==> src/rtl/enemy_pkg.sv <==
// Shared constants, slot record and write-FSM states for the enemy pixel locator.
package enemy_pkg;

  localparam int N_SLOTS    = 6;
  localparam int E_SIZE     = 36;
  localparam int CW         = 10;
  localparam int ANGLE_BITS = 4;
  localparam int TYPE_BITS  = 4;

  typedef struct packed {
    logic [CW-1:0]         x;
    logic [CW-1:0]         y;
    logic [ANGLE_BITS-1:0] angle;
    logic [TYPE_BITS-1:0]  etype;
    logic                  active;
  } enemy_slot_t;

  typedef enum logic {
    ACCEPT = 1'b0,
    COMMIT = 1'b1
  } wr_state_t;

endpackage

==> src/rtl/enemy_bbox_hit.sv <==
// Combinational bounding-box test for one enemy slot: hit flag plus sprite-local coordinates.
module enemy_bbox_hit
  import enemy_pkg::*;
(
  input  logic [CW-1:0] hc,
  input  logic [CW-1:0] vc,
  input  enemy_slot_t   slot,
  output logic          hit,
  output logic [CW-1:0] loc_hc,
  output logic [CW-1:0] loc_vc
);

  localparam logic [CW-1:0] EDGE = CW'(E_SIZE);

  logic signed [CW:0] dx;
  logic signed [CW:0] dy;
  logic               in_x;
  logic               in_y;

  // One extra bit keeps the difference signed, so a sprite near the right or
  // bottom edge never wraps around into column/row 0.
  assign dx = $signed({1'b0, hc}) - $signed({1'b0, slot.x});
  assign dy = $signed({1'b0, vc}) - $signed({1'b0, slot.y});

  assign in_x = !dx[CW] && (dx[CW-1:0] < EDGE);
  assign in_y = !dy[CW] && (dy[CW-1:0] < EDGE);
  assign hit  = slot.active && in_x && in_y;

  assign loc_hc = hit ? dx[CW-1:0] : '0;
  assign loc_vc = hit ? dy[CW-1:0] : '0;

endmodule

==> src/rtl/enemy_pixel_locator.sv <==
// Enemy slot table with frame-start commit and a 2-stage per-pixel hit pipeline.
// Define ENEMY_COMMIT_IMMEDIATE_EN to drop the shadow table and write the live table directly.
module enemy_pixel_locator
  import enemy_pkg::*;
(
  input  logic                       CLK,
  input  logic                       RST_N,
  input  logic [CW-1:0]              hc,
  input  logic [CW-1:0]              vc,
  input  logic                       pix_valid,
  input  logic                       frame_start,
  input  logic                       wr_valid,
  output logic                       wr_ready,
  input  logic [2:0]                 wr_slot,
  input  logic [CW-1:0]              wr_x,
  input  logic [CW-1:0]              wr_y,
  input  logic [ANGLE_BITS-1:0]      wr_angle,
  input  logic [TYPE_BITS-1:0]       wr_type,
  input  logic                       wr_active,
  output logic                       out_valid,
  output logic [N_SLOTS-1:0]         in_pixel,
  output logic [N_SLOTS-1:0]         active,
  output logic [N_SLOTS*CW-1:0]      loc_hc,
  output logic [N_SLOTS*CW-1:0]      loc_vc,
  output logic [N_SLOTS*ANGLE_BITS-1:0] angle,
  output logic [N_SLOTS*TYPE_BITS-1:0]  etype
);

  wr_state_t   state, state_next;
  logic        ready_next;
  logic        wr_fire;
  enemy_slot_t wr_entry;
  enemy_slot_t live [N_SLOTS];

  assign wr_fire  = wr_valid && wr_ready;
  assign wr_entry = '{x: wr_x, y: wr_y, angle: wr_angle, etype: wr_type, active: wr_active};

  // NOTE: sequential state uses non-blocking assignments so every register samples pre-edge values.
  always_ff @(posedge CLK or negedge RST_N) begin
    if (!RST_N) begin
      state    <= ACCEPT;
      wr_ready <= 1'b0;
    end else begin
      state    <= state_next;
      wr_ready <= ready_next;
    end
  end

  // NOTE: defaults first so no path through this block leaves a signal unassigned (no latches).
  always_comb begin
    state_next = state;
`ifdef ENEMY_COMMIT_IMMEDIATE_EN
    state_next = ACCEPT;
`else
    case (state)
      ACCEPT:  if (frame_start) state_next = COMMIT;
      COMMIT:  state_next = ACCEPT;
      default: state_next = ACCEPT;
    endcase
`endif
    ready_next = (state_next == ACCEPT);
  end

`ifndef ENEMY_COMMIT_IMMEDIATE_EN
  enemy_slot_t shadow [N_SLOTS];
`endif

  // NOTE: the tables are small flop arrays whose cleared state is observable, so they take the reset.
  always_ff @(posedge CLK or negedge RST_N) begin
    if (!RST_N) begin
      for (int i = 0; i < N_SLOTS; i++) begin
        live[i] <= '0;
`ifndef ENEMY_COMMIT_IMMEDIATE_EN
        shadow[i] <= '0;
`endif
      end
    end else begin
`ifdef ENEMY_COMMIT_IMMEDIATE_EN
      for (int i = 0; i < N_SLOTS; i++)
        if (wr_fire && wr_slot == 3'(i)) live[i] <= wr_entry;
`else
      // Slot numbers beyond the table match no entry and are dropped.
      for (int i = 0; i < N_SLOTS; i++)
        if (wr_fire && wr_slot == 3'(i)) shadow[i] <= wr_entry;
      if (state == COMMIT) live <= shadow;
`endif
    end
  end

  logic [CW-1:0] hc_q, vc_q;
  logic          valid_q;

  always_ff @(posedge CLK or negedge RST_N) begin
    if (!RST_N) begin
      hc_q    <= '0;
      vc_q    <= '0;
      valid_q <= 1'b0;
    end else begin
      hc_q    <= hc;
      vc_q    <= vc;
      valid_q <= pix_valid;
    end
  end

  logic [N_SLOTS-1:0] slot_hit;
  logic [CW-1:0]      slot_lhc [N_SLOTS];
  logic [CW-1:0]      slot_lvc [N_SLOTS];

  for (genvar g = 0; g < N_SLOTS; g++) begin : g_slot
    enemy_bbox_hit u_bbox (
      .hc     (hc_q),
      .vc     (vc_q),
      .slot   (live[g]),
      .hit    (slot_hit[g]),
      .loc_hc (slot_lhc[g]),
      .loc_vc (slot_lvc[g])
    );
  end

  always_ff @(posedge CLK or negedge RST_N) begin
    if (!RST_N) begin
      out_valid <= 1'b0;
      in_pixel  <= '0;
      active    <= '0;
      loc_hc    <= '0;
      loc_vc    <= '0;
      angle     <= '0;
      etype     <= '0;
    end else begin
      out_valid <= valid_q;
      in_pixel  <= valid_q ? slot_hit : '0;
      for (int i = 0; i < N_SLOTS; i++) begin
        active[i]                         <= live[i].active;
        loc_hc[i*CW +: CW]                <= slot_lhc[i];
        loc_vc[i*CW +: CW]                <= slot_lvc[i];
        angle[i*ANGLE_BITS +: ANGLE_BITS] <= live[i].angle;
        etype[i*TYPE_BITS +: TYPE_BITS]   <= live[i].etype;
      end
    end
  end

endmodule

==> config.mk <==
export PLATFORM = sky130hd
export DESIGN_NAME = enemy_pixel_locator
export DESIGN_NICKNAME = d
export VERILOG_FILES = /design/src/rtl/enemy_pkg.sv /design/src/rtl/enemy_bbox_hit.sv /design/src/rtl/enemy_pixel_locator.sv
export SDC_FILE = /design/constraint.sdc
export NUM_CORES = 1
export LEC_CHECK = 0
export ABC_AREA = 1
export CORE_UTILIZATION = 51
export DETAILED_ROUTE_END_ITERATION = 8
export GPL_TIMING_DRIVEN = 0
export PLACE_DENSITY = 0.72
export SLEW_MARGIN = 10
export SYNTH_ARGS = -nofsm -noshare
export SYNTH_HDL_FRONTEND = slang
export SYNTH_SLANG_ARGS = --single-unit
==> constraint.sdc <==
create_clock -name CLK -period 5.07 [get_ports CLK]
set_clock_uncertainty 0.05 [all_clocks]
set_input_delay 1.521 -clock CLK [delete_from_list [all_inputs] [get_ports CLK]]
set_output_delay 1.521 -clock CLK [all_outputs]
set_load 0.01 [all_outputs]
==> out/summary.json, run 1 <==
{
  "use_met1": 0.399,
  "synth_top_cells_by_area": "dfrtp_1 (55%), nand2_1 (12%), o21ai_0 (6.0%)",
  "worst_ep_arrival_time_ns": 4.09,
  "tritoncts_num_sinks": 552,
  "top_usage_layer": "met2",
  "timing_worst_slew_pin_value_ns": 1.31,
  "drive_gt1_frac": 0.0865,
  "yosys_register_bits": 552,
  "dr.first_iter.drc_count": 1652,
  "timing.critical_path.mode_cell": "nand2_1",
  "post_synth_instance_area_sq_um": 25200,
  "die_height_microns": 224,
  "end_kind": "flop",
  "worst_setup_hold_path_clk_slew_ns": 0.07,
  "route.antenna.remaining_nets": 0,
  "drc": 0,
  "post_synth_fa_ha_maj_area_fraction": 0.0691,
  "rows": 81,
  "number_of_antenna_violations_at_the_first_check_in_global_routing": 15,
  "drt-vias-per-instance": 5.23,
  "slew-limit-headroom": 0.129,
  "finalNetCount": 3326,
  "grtUsageTotal": 0.291,
  "clock_insertion_delay_worst_skew_ns": 0.62,
  "max_freq_mhz": 277,
  "multiplexer_share_of_the_synthesized_area": 0.0277,
  "synth_simple_gate_area_frac": 0.201,
  "netlist-cell-type-count": 33,
  "post-synth-top-area-fraction": 0.548,
  "largest_net_degree_at_the_start_of_global_routing": 117,
  "syn2layout_area_growth_pct": 21.7,
  "grt_use_met3": 0.0699,
  "synth_compound_area_frac": 0.0759,
  "path_buf_inv": 3,
  "ys_warn_count": 0,
  "critical_path_start_end_classification": "flop to flop",
  "route.vias.total": 20100,
  "cts_setup_buffers": 0,
  "post-route-period-util": 0.711,
  "cts_buffer_depth": 3,
  "irDropWorstVdd_mv": 0.346,
  "dominant_combinational_cell_family_by_area_after_synthesis": "simple AND/OR/NAND/NOR gates",
  "critPathRequiredTime_ns": 5.55,
  "layout_setup_ws_ns": 1.47,
  "place.detailed.hpwl_mm": 51.1,
  "synth_xor_xnor_area_share": 0.00690,
  "crit_family": "simple AND/OR/NAND/NOR gates",
  "finalHoldViolCount": 0,
  "drt_pass1_iterations": 8,
  "gp_routability_congestion": 0.920,
  "pre_cts_ws_ns": 0.765,
  "finalSetupViolations": 0,
  "grt_pass1_vias": 19700,
  "final.setup.tns_ns": 0,
  "fp.dieArea_sq_um": 50300,
  "post-synth-top-area-cell": "dfrtp_1",
  "detail_route.wl_per_cell_microns": 18.7,
  "critPathLaunchType": "flop",
  "run_status": "finished, final reports clean",
  "postSynthCellCount": 2789,
  "start_util": 0.516,
  "use_met2": 0.444,
  "htreeDepth": 2,
  "unrepaired_setup_endpoints_after_global_routing": "no",
  "cts.hold.buffers_added": 0,
  "cts-buffers-inserted": 57,
  "post_cts.resized_instances": 0,
  "core_area_sq_um": 48800,
  "ioPinCount": 239,
  "cts_root_buf": "clkbuf_16",
  "critPathMaxFanout": 10,
  "min_period_ns": 3.61,
  "holdCritPathClass": "flop to flop",
  "max_cap_violations": 0,
  "chipWidth_microns": 224,
  "postRouteWirelength_mm": 71.9,
  "delay_of_the_slowest_cell_on_the_worst_path_ns": 0.87,
  "cell_by_cell_trace_of_the_critical_path": "inv_1 -> fa_1 -> inv_1 -> nand2_1 -> nand3_1 -> nand3_1 -> nand2_1 -> nand3_1 -> nand2_1 -> nand2_1 -> nor2_1 -> nand4_2 -> buf_6 -> nor2_1",
  "critical_path.slowest_cell": "dfrtp_1",
  "power_per_cell_area_nw_per_um2": 443,
  "clock_tree_from_tritoncts": "yes",
  "finalMaxSlewViolations": 0,
  "grt_pass1_wl_mm": 110,
  "p_leak_nw": 15.4,
  "grt_remaining_overflow": 0,
  "post_synthesis_area_per_instance_sq_um": 9.04,
  "portBuffers": 238,
  "yosysSeqAreaShare": 0.548
}
flip-flops by register name, indices dropped and copies added, names as in the netlist:
signal / cells
wr_ready: 1
active: 6
loc_hc: 60
live: 174
etype: 24
out_valid: 1
valid_q: 1
vc_q: 10
shadow: 174
in_pixel: 6
state: 1
hc_q: 10
angle: 24
loc_vc: 60
cell type report:
type | instances | area [sq um]
Multi-Input combinational cell | 1825 | 9770
Tap cell | 664 | 831
Clock buffer | 73 | 1610
Sequential cell | 552 | 13800
Inverter | 382 | 1430
Antenna cell | 5 | 12.5
Clock inverter | 30 | 344
Timing Repair Buffer | 242 | 2500
Fill cell | 4149 | 18200
Buffer | 77 | 368
stage by stage:
stage               total power (W)  utilization  instance area, sq um  hold slack [ns]  cells
finish                       0.0136        0.628                 30700            0.313   3850
detailed placement          0.00925        0.588                 28700            0.308   3742
CTS                          0.0136        0.628                 30700            0.320   3845
floorplan                   0.00797            -                 25400            0.300   2836
global route                 0.0143        0.628                 30700            0.327   3847
global placement            0.00918        0.585                 28600            0.306   3738
metal layers:
metal | wire [microns] | up-vias
li1 | - | 9478
met1 | 30700 | 9810
met2 | 31700 | 682
met3 | 6390 | 165
met4 | 3090 | 12
met5 | 72 | -
worst paths after layout:
path                           from          to  slack [ns]  cells after the start
setup / recovery            hc_q[1]  loc_vc[13]        1.47                     14
hold reg to reg            live[88]    etype[8]        0.31                      0
setup reg to reg            hc_q[1]  loc_vc[13]        1.47                     14
min in group asynchronous     RST_N  loc_hc[21]        0.85                      1
max in group asynchronous     RST_N  loc_vc[53]        1.61                      5
hold / removal             live[88]    etype[8]        0.31                      0
cells in the final DEF, fill, tap and decap left out, types with 3 or more instances in the layout:
master           netlist  final
a21oi_1               67     67
buf_1                  3      3
buf_16                 0      4
buf_2                 12     12
buf_6                  8      8
bufinv_16              0      6
clkbuf_1              53     57
clkbuf_16              0     57
clkbuf_8               0     12
clkdlybuf4s50_1        0    237
clkinv_2               0     10
clkinv_4               0      3
clkinvlp_4             0      7
conb_1                 1     48
dfrtp_1              552    552
diode_2                0      5
fa_1                  12     12
ha_1                 120    120
inv_1                373    373
inv_2                  8      8
inv_6                  0      4
mux2_2                62     62
nand2_1              777    777
nand2_2               23     23
nand3_1              148    148
nand3b_1              28     28
nand4_1               20     20
nand4_2                4      4
nor2_1               118    118
nor2_2                44     44
nor3_1                15     15
o21ai_0              302    302
o21bai_1               4      4
or2_1                  4      4
or2_4                  4      4
xnor2_1                8      8
xor2_1                10     10
Yosys cell counts:
cell type  number
a21oi_1        67
a21oi_2         2
buf_1           3
buf_2          12
buf_4           1
buf_6           8
clkbuf_1       53
clkinv_1        1
conb_1          1
dfrtp_1       552
fa_1           12
ha_1          120
inv_1         373
inv_2           8
mux2_2         62
nand2_1       777
nand2_2        23
nand3_1       148
nand3_2         2
nand3b_1       28
nand4_1        20
nand4_2         4
nor2_1        118
nor2_2         44
nor3_1         15
o2111ai_1       2
o21ai_0       302
o21bai_1        4
or2_1           4
or2_4           4
xnor2_1         8
xor2_1         10
xor2_2          1
power breakdown:
group          total (W)  internal [W]  switching, W
Clock            0.00433       0.00254       0.00179
Combinational    0.00358       0.00142       0.00216
Sequential       0.00567       0.00520      0.000470
worst register-to-register path, cell delays in order, from the launching register on:
cell and delay [ns]:
dfrtp_1 0.87, inv_1 0.68, fa_1 0.63, inv_1 0.11, nand2_1 0.08, nand3_1 0.13
nand3_1 0.08, nand2_1 0.10, nand3_1 0.07, nand2_1 0.07, nand2_1 0.06, nor2_1 0.12
nand4_2 0.17, buf_6 0.21, nor2_1 0.11
logic make-up after synthesis:
group,Yosys count
AND/OR/NAND/NOR,1187
flip-flops,552
buffers and inverters,459
AO/OA/AOI/OAI,377
adder cells (fa/ha/maj),132
multiplexers,62
XOR/XNOR,19
other,1
Note: power is estimated with default switching activity, not from simulation.
==> run 2, diff against run 1 <==
- PLACE_DENSITY: 0.72 -> 0.75
- clock period: 5.07 -> 2.92 ns (I/O delays scaled with it)
==> run 2 against run 1 <==
Compared with the run above: non-clock buffer count rose by 9; total power is 75% higher; flip-flop and latch count did not move; utilization increased by 0.36 points; cell area up 0.58%; critical path depth fell by 3; register-to-register slack worse by 1.4 ns; clock power up 76%; sequential share of layout area fell by 0.24 points; critical path type unchanged; critical endpoint is now loc_vc[52].
==> out/summary.json, run 2 (same netlist as run 1, synthesis figures left out) <==
{
  "run_status": "finished, final reports clean",
  "ioPinCount": {"value": 239, "change": "unchanged"},
  "cts_root_buf": "clkbuf_16",
  "clock_tree_from_tritoncts": "yes",
  "final.setup.tns": {"value": 0, "unit": "ns", "change": "unchanged"},
  "delay_of_the_slowest_cell_on_the_worst_path": {"value": 0.93, "unit": "ns", "change": "+0.06 ns"},
  "place.detailed.hpwl": {"value": 51.4, "unit": "mm", "change": "+0.48%"},
  "hold_ws": {"value": 0.0880, "unit": "ns", "change": "-0.225 ns"},
  "place.detailed.instances": {"value": 3743, "change": "+0.027%"},
  "min_period": {"value": 2.81, "unit": "ns", "change": "-0.799 ns"},
  "tritoncts_num_sinks": {"value": 552, "change": "unchanged"},
  "grtUsageTotal": {"value": 0.290, "change": "-0.00136"},
  "syn2layout_area_growth_pct": 22.4,
  "detail_route.wl_per_cell": {"value": 18.7, "unit": "microns", "change": "+0.22%"},
  "drc": {"value": 0, "change": "unchanged"},
  "critPathRequiredTime": {"value": 3.43, "unit": "ns", "change": "-2.12 ns"},
  "critPathMaxFanout": {"value": 10, "change": "unchanged"},
  "largest_net_degree_at_the_start_of_global_routing": {"value": 116, "change": "-0.85%"},
  "clock_insertion_delay_worst_skew": {"value": 0.64, "unit": "ns", "change": "+0.02 ns"},
  "worst_setup_hold_path_clk_slew": {"value": 0.06, "unit": "ns", "change": "about the same"},
  "layout.filler_cells": {"value": 4007, "change": "-3.4%"},
  "crit_family": "flip-flops",
  "timing.critical_path.mode_cell": "nand2_1",
  "instances_no_fill": {"value": 3854, "change": "+0.10%"},
  "unrepaired_setup_endpoints_after_global_routing": "no",
  "critical_path_start_end_classification": "flop to flop",
  "register_area": {"value": 13800, "unit": "sq um", "change": "about the same"},
  "rows": {"value": 81, "change": "unchanged"},
  "worst_ep_arrival_time": {"value": 3.32, "unit": "ns", "change": "-0.77 ns"},
  "end_kind": "flop",
  "drt_pass1_iterations": {"value": 6, "change": "-2"},
  "post-route-period-util": {"value": 0.961, "change": "+0.250"},
  "number_of_antenna_violations_at_the_first_check_in_global_routing": {"value": 13, "change": "-2"},
  "max_cap_violations": {"value": 0, "change": "unchanged"},
  "drt-vias-per-instance": {"value": 5.24, "change": "+0.14%"},
  "p_leak": {"value": 15.5, "unit": "nW", "change": "+0.33%"},
  "cts-buffers-inserted": {"value": 56, "change": "-1.8%"},
  "critPathLaunchType": "flop",
  "registers_with_the_highest_flip_flop_counts": "live: 174 flops, shadow: 174 flops",
  "slew-limit-headroom": {"value": 0.397, "change": "+0.268"},
  "finalHoldViolCount": {"value": 0, "change": "unchanged"},
  "finalSetupViolations": {"value": 0, "change": "unchanged"},
  "gp_routability_congestion": {"value": 0.921, "change": "+0.12%"},
  "finalNetCount": {"value": 3334, "change": "+0.24%"},
  "core_area": {"value": 48800, "unit": "sq um", "change": "unchanged"},
  "portBuffers": {"value": 238, "change": "unchanged"},
  "postRouteWirelength": {"value": 72.1, "unit": "mm", "change": "+0.32%"},
  "timing.critical_path.depth": {"value": 11, "change": "-3"},
  "grt_pass1_wl": {"value": 110, "unit": "mm", "change": "-0.15%"},
  "worst-r2r-cell-count": {"value": 11, "change": "-3"},
  "worst_setup_path_startpoint": "vc_q[2]",
  "mostFrequentLayoutCell": "nand2_1",
  "power_per_cell_area": {"value": 770, "unit": "nW/um^2", "change": "+74%"},
  "cts_buffer_depth": {"value": 3, "change": "unchanged"},
  "drive_gt1_frac": {"value": 0.0888, "change": "+0.00238"},
  "die_height": {"value": 224, "unit": "microns", "change": "unchanged"},
  "grt_remaining_overflow": {"value": 0, "change": "unchanged"},
  "path_buf_inv": {"value": 1, "change": "-2"},
  "r2r_startpoint": "vc_q[2]",
  "max_freq": {"value": 356, "unit": "MHz", "change": "+28%"},
  "grt_pass1_vias": {"value": 19600, "change": "-0.11%"},
  "multi_input_area": {"value": 9770, "unit": "sq um", "change": "about the same"},
  "dr.first_iter.drc_count": {"value": 1854, "change": "+12%"},
  "final_cell_mix": "nand2_1 (777), dfrtp_1 (550), inv_1 (370)",
  "route.antenna.remaining_nets": {"value": 0, "change": "unchanged"},
  "irDropWorstVdd": {"value": 0.568, "unit": "mV", "change": "+64%"},
  "htreeDepth": {"value": 2, "change": "unchanged"},
  "holdCritPathClass": "input port to async pin",
  "timing_worst_slew_pin_value": {"value": 0.905, "unit": "ns", "change": "-0.402 ns"},
  "finalMaxSlewViolations": {"value": 0, "change": "unchanged"},
  "critical_path.slowest_cell": "dfrtp_1",
  "fp.dieArea": {"value": 50300, "unit": "sq um", "change": "unchanged"},
  "start_util": {"value": 0.516, "change": "unchanged"},
  "cell_by_cell_trace_of_the_critical_path": "ha_1 -> a21oi_1 -> nand2_1 -> xnor2_1 -> nand3_1 -> nand2_1 -> nand2_1 -> nor2_2 -> nand3_2 -> buf_6 -> nor2_2",
  "chipWidth": {"value": 224, "unit": "microns", "change": "unchanged"},
  "route.vias.total": {"value": 20200, "change": "+0.24%"}
}
## run 2: cell count changes in the layout (fill, tap and decap cells not counted), moves of 3 or more
cell and change:
inv_1 -3, buf_12 +3, buf_4 +5, inv_6 -4
clkbuf_8 -3, clkbuf_1 +3, clkinv_2 -3
## run 2: layout make-up
cell class / instances / share of cell area
Antenna cell: 4 / 0.000324
Buffer: 77 / 0.0119
Clock buffer: 73 / 0.0511
Clock inverter: 26 / 0.0132
Inverter: 382 / 0.0468
Multi-Input combinational cell: 1825 / 0.317
Sequential cell: 552 / 0.448
Tap cell: 664 / 0.0269
Timing Repair Buffer: 251 / 0.0850
## run 2: power by group
group	leakage (nW)	switching (W)	internal (W)
Sequential	7.05	0.000832	0.00902
Combinational	7.49	0.00378	0.00248
Clock	0.952	0.00311	0.00452
## run 2: per-stage QoR
stage          setup slack, ns  utilization  total power [W]  area, sq um
2_1_floorplan            0.643            -           0.0138        25400
3_3_place_gp            -22.19        0.585           0.0159        28600
3_5_place_dp            -0.629        0.588           0.0161        28700
4_1_cts                 0.0439        0.630           0.0238        30800
5_1_grt               0.000580        0.631           0.0251        30800
6_report                 0.114        0.631           0.0237        30800
## run 2: worst paths after layout
path                       slack, ns          to
min reg2reg                     0.32   out_valid
max in group asynchronous       0.60     vc_q[0]
max                             0.11  loc_vc[52]
min in group CLK                0.32   out_valid
min                             0.09  loc_hc[22]
max reg2reg                     0.11  loc_vc[52]
## run 2: layer usage
layer / share of wire / up-vias / global-route usage
met5: 0.0011 / - / 0
met4: 0.038 / 12 / 0.108
met1: 0.42 / 9777 / 0.389
met2: 0.45 / 758 / 0.453
met3: 0.091 / 139 / 0.0766
li1: - / 9510 / -
## run 2: what timing repair did
| action | 4_1_cts | 5_1_grt |
|---|---|---|
| endpoints found under the setup margin | 78 | 60 |
| resized for setup | 5 | 2 |
| pin swaps | 0 | 0 |
| buffers inserted | 4 | 4 |
| hold buffers | 0 | 0 |
==> run 3, diff against run 2 <==
- ABC_AREA: 1 -> not set
==> run 3 against run 2 <==
Compared with the run above: the flow now finishes with violations (setup timing); synthesized area shrank 4.4%; setup slack worse by 0.46 ns; clock power rose by 2.6%; highest routed layer unchanged; via count down 15%.
==> out/summary.json, run 3 <==
{
  "run_status": "finished with violations",
  "violations": "setup timing",
  "worst-r2r-cell-count": {"value": 15, "change": "+4"},
  "worst_ep_arrival_time": {"value": 3.77, "unit": "ns", "change": "+0.45 ns"},
  "place.detailed.hpwl": {"value": 44.1, "unit": "mm", "change": "-14%"},
  "synth_ff_type": "dfrtp_1",
  "proportion_of_power_drawn_by_flip_flops_and_latches": {"value": 0.402, "change": "-0.013"},
  "rrSetupSlack": {"value": -0.34, "unit": "ns", "change": "-0.46 ns"},
  "number_of_antenna_violations_at_the_first_check_in_global_routing": {"value": 7, "change": "-6"},
  "worstReg2RegEnd": "loc_vc[55]",
  "finalHoldViolCount": {"value": 0, "change": "unchanged"},
  "grtUsageTotal": {"value": 0.279, "change": "-0.0106"},
  "irDropWorstVdd": {"value": 0.581, "unit": "mV", "change": "+2.2%"},
  "netlist-cell-type-count": {"value": 73, "change": "+120%"},
  "cell_with_the_most_instances_after_synthesis": "dfrtp_1",
  "p_leak": {"value": 13.9, "unit": "nW", "change": "-10%"},
  "die_height": {"value": 219, "unit": "microns", "change": "-2.2%"},
  "instances_no_fill": {"value": 3079, "change": "-20%"},
  "clock_insertion_delay_worst_skew": {"value": 0.63, "unit": "ns", "change": "about the same"},
  "synth_simple_gate_area_frac": {"value": 0.0845, "change": "-0.116"},
  "timing_worst_slew_pin_value": {"value": 1.00, "unit": "ns", "change": "+0.100 ns"},
  "finalNetCount": {"value": 2613, "change": "-22%"},
  "switching_share": {"value": 0.308, "change": "-0.0168"},
  "min_period": {"value": 3.26, "unit": "ns", "change": "+0.457 ns"},
  "layout_setup_ws": {"value": -0.343, "unit": "ns", "change": "-0.457 ns"},
  "multiplexer_share_of_the_synthesized_area": {"value": 0.116, "change": "+0.0879"},
  "worst_setup_hold_path_clk_slew": {"value": 0.06, "unit": "ns", "change": "about the same"},
  "chipWidth": {"value": 219, "unit": "microns", "change": "-2.2%"},
  "slew-limit-headroom": {"value": 0.330, "change": "-0.0668"},
  "synth_xor_xnor_area_share": {"value": 0.0175, "change": "+0.0106"},
  "power.net_switching": {"value": 0.00769, "unit": "W", "change": "-0.40%"},
  "grt_remaining_overflow": {"value": 0, "change": "unchanged"},
  "cts_buffer_depth": {"value": 3, "change": "unchanged"},
  "max_freq": {"value": 306, "unit": "MHz", "change": "-14%"},
  "route.antenna.remaining_nets": {"value": 0, "change": "unchanged"},
  "critPathLaunchType": "flop",
  "mostFrequentLayoutCell": "dfrtp_1",
  "postRouteWirelength": {"value": 66.7, "unit": "mm", "change": "-7.5%"},
  "cts.hold.buffers_added": {"value": 0, "change": "unchanged"},
  "ioPinCount": {"value": 239, "change": "unchanged"},
  "dr.first_iter.drc_count": {"value": 1188, "change": "-36%"},
  "drt_pass1_iterations": {"value": 7, "change": "+1"},
  "power.clock.fraction": {"value": 0.314, "change": "-0.007"},
  "finalMaxSlewViolations": {"value": 0, "change": "unchanged"},
  "cts-buffers-inserted": {"value": 57, "change": "+1.8%"},
  "cts_root_buf": "clkbuf_16",
  "post-synth-top-area-cell": "dfrtp_1",
  "layout.filler_cells": {"value": 3376, "change": "-16%"},
  "gp_routability_congestion": {"value": 0.907, "change": "-1.5%"},
  "final.setup.tns": {"value": -16.95, "unit": "ns", "change": "-16.95 ns"},
  "yosysSeqAreaShare": {"value": 0.574, "change": "+0.0255"},
  "start_util": {"value": 0.517, "change": "+0.00139"},
  "synth_enable_flop_cells": {"value": 0, "change": "unchanged"},
  "end_kind": "flop",
  "largest_net_degree_at_the_start_of_global_routing": {"value": 122, "change": "+5.2%"},
  "grt_pass1_vias": {"value": 17700, "change": "-10%"},
  "post-route-util": {"value": 0.670, "change": "+0.0382"},
  "holdCritPathClass": "input port to async pin",
  "combinationalPowerShare": {"value": 0.284, "change": "+0.020"},
  "tritoncts_num_sinks": {"value": 552, "change": "unchanged"},
  "synth_async_sr_flop_share": {"value": 1.00, "change": "unchanged"},
  "post-synth-top-area-fraction": {"value": 0.574, "change": "+0.0255"},
  "post_synth_fa_ha_maj_area_fraction": {"value": 0.0723, "change": "+0.00321"},
  "synth_compound_area_frac": {"value": 0.101, "change": "+0.0253"},
  "core_area": {"value": 46600, "unit": "sq um", "change": "-4.7%"},
  "finalSetupViolations": {"value": 73, "change": "+73"},
  "grt_pass1_wl": {"value": 100, "unit": "mm", "change": "-9.0%"},
  "post-layout-total-power": {"value": 0.0249, "unit": "W", "change": "+5.0%"},
  "unrepaired_setup_endpoints_after_global_routing": "yes",
  "htreeDepth": {"value": 2, "change": "unchanged"},
  "rows": {"value": 79, "change": "-2.5%"},
  "route.vias.total": {"value": 17200, "change": "-15%"},
  "internal_power": {"value": 0.0172, "unit": "W", "change": "+7.6%"},
  "critPathRequiredTime": {"value": 3.43, "unit": "ns", "change": "about the same"},
  "power_per_cell_area": {"value": 800, "unit": "nW/um^2", "change": "+3.9%"},
  "post_synth_instance_area": {"value": 24100, "unit": "sq um", "change": "-4.4%"},
  "syn2layout_area_growth_pct": 29.4,
  "post-route-period-util": {"value": 1.12, "change": "+0.156"},
  "drive_gt1_frac": {"value": 0.245, "change": "+0.156"},
  "r2r_startpoint": "vc_q[0]",
  "place.detailed.instances": {"value": 2904, "change": "-22%"},
  "registers_with_the_highest_flip_flop_counts": "live: 174 flops, shadow: 174 flops",
  "netlist_top_cells_count": "dfrtp_1 (552), mux2_2 (242), o21ai_0 (168)",
  "drt-vias-per-instance": {"value": 5.60, "change": "+6.9%"},
  "fp.dieArea": {"value": 48100, "unit": "sq um", "change": "-4.4%"},
  "final_cell_mix": "dfrtp_1 (536), mux2_2 (241), clkdlybuf4s50_1 (237)",
  "critPathMaxFanout": {"value": 5, "change": "-5"},
  "drc": {"value": 0, "change": "unchanged"},
  "pre_cts_ws": {"value": -1.10, "unit": "ns", "change": "-0.467 ns"},
  "max_cap_violations": {"value": 0, "change": "unchanged"},
  "portBuffers": {"value": 238, "change": "unchanged"},
  "critical_path_start_end_classification": "flop to flop",
  "postSynthCellCount": {"value": 2007, "change": "-28%"},
  "post_synthesis_area_per_instance": {"value": 12.0, "unit": "sq um", "change": "+33%"},
  "synth_top_cells_by_area": "dfrtp_1 (57%), mux2_2 (11%), ha_1 (6.2%)",
  "detail_route.wl_per_cell": {"value": 21.7, "unit": "microns", "change": "+16%"},
  "clock_tree_from_tritoncts": "yes",
  "dominant_combinational_cell_family_by_area_after_synthesis": "multiplexers",
  "yosys_register_bits": {"value": 552, "change": "unchanged"},
  "ys_warn_count": {"value": 0, "change": "unchanged"}
}
## run 3: worst max-delay path: stages, from the launching register on
cell	delay (ns)
dfrtp_1	0.40
clkinv_4	0.09
buf_12	0.12
buf_12	0.10
ha_4	0.13
inv_2	0.04
fa_2	0.42
a211oi_2	0.25
o21bai_1	0.13
a21oi_1	0.21
xnor2_1	0.11
a31oi_1	0.22
nand4_1	0.19
nor3_4	0.33
clkbuf_8	0.21
and3_4	0.17
## run 3: per-layer routing
layer,GRT usage,vias up,wire [microns]
met1,0.364,8729,27600
met5,0,-,38
met4,0.0944,6,2260
li1,-,7758,-
met3,0.0865,142,6150
met2,0.441,606,30600
## run 3: cell families after synthesis
| group | after synthesis |
|---|---|
| other | 1 |
| buffers and inverters | 219 |
| multiplexers | 248 |
| AND/OR/NAND/NOR | 414 |
| AO/OA/AOI/OAI | 393 |
| XOR/XNOR | 48 |
| adder cells (fa/ha/maj) | 132 |
| flip-flops | 552 |
## run 3: worst max-delay path by stage
stage                       start    endpoint  cells past startpoint
after floorplan           vc_q[0]  loc_vc[24]                     12
after global placement      RST_N     vc_q[1]                      1
after detailed placement  hc_q[1]  loc_hc[51]                     11
after CTS                 vc_q[0]  loc_hc[22]                     12
after global routing      vc_q[0]  loc_vc[44]                     15
final                     vc_q[0]  loc_vc[55]                     15
## run 3: area by class of cell
cell class	instances	area, sq um	share of cell area
diodes	2	5.00	0.000161
plain buffers	63	307	0.00983
clock buffers	74	1610	0.0517
clock inverters	31	427	0.0137
inverters	152	592	0.0190
multi-input cells	1283	10400	0.335
flip-flops and latches	552	13800	0.444
well taps	607	759	0.0244
repair buffers	315	3190	0.102
## run 3: power groups by stage
stage | clock network (W) | registers [W] | logic (W)
6_report | 0.00783 | 0.0100 | 0.00708
5_1_grt | 0.00827 | 0.0102 | 0.00771
4_1_cts | 0.00796 | 0.0100 | 0.00666
3_5_place_dp | 0 | 0.0101 | 0.00610
3_3_place_gp | 0 | 0.0101 | 0.00590
2_1_floorplan | 0 | 0.00997 | 0.00400
## run 3: through the flow
stage	hold slack [ns]	area [sq um]
2_1_floorplan	0.300	24300
3_3_place_gp	0.306	27400
3_5_place_dp	0.310	27600
4_1_cts	0.143	30600
5_1_grt	0.177	31200
6_report	0.147	31200
## run 3: what timing repair did
item / CTS / global route
cloned: 4 / 1
endpoints found under the setup margin: 88 / 97
resized for setup: 148 / 112
pin swaps: 52 / 54
setup buffers: 47 / 22
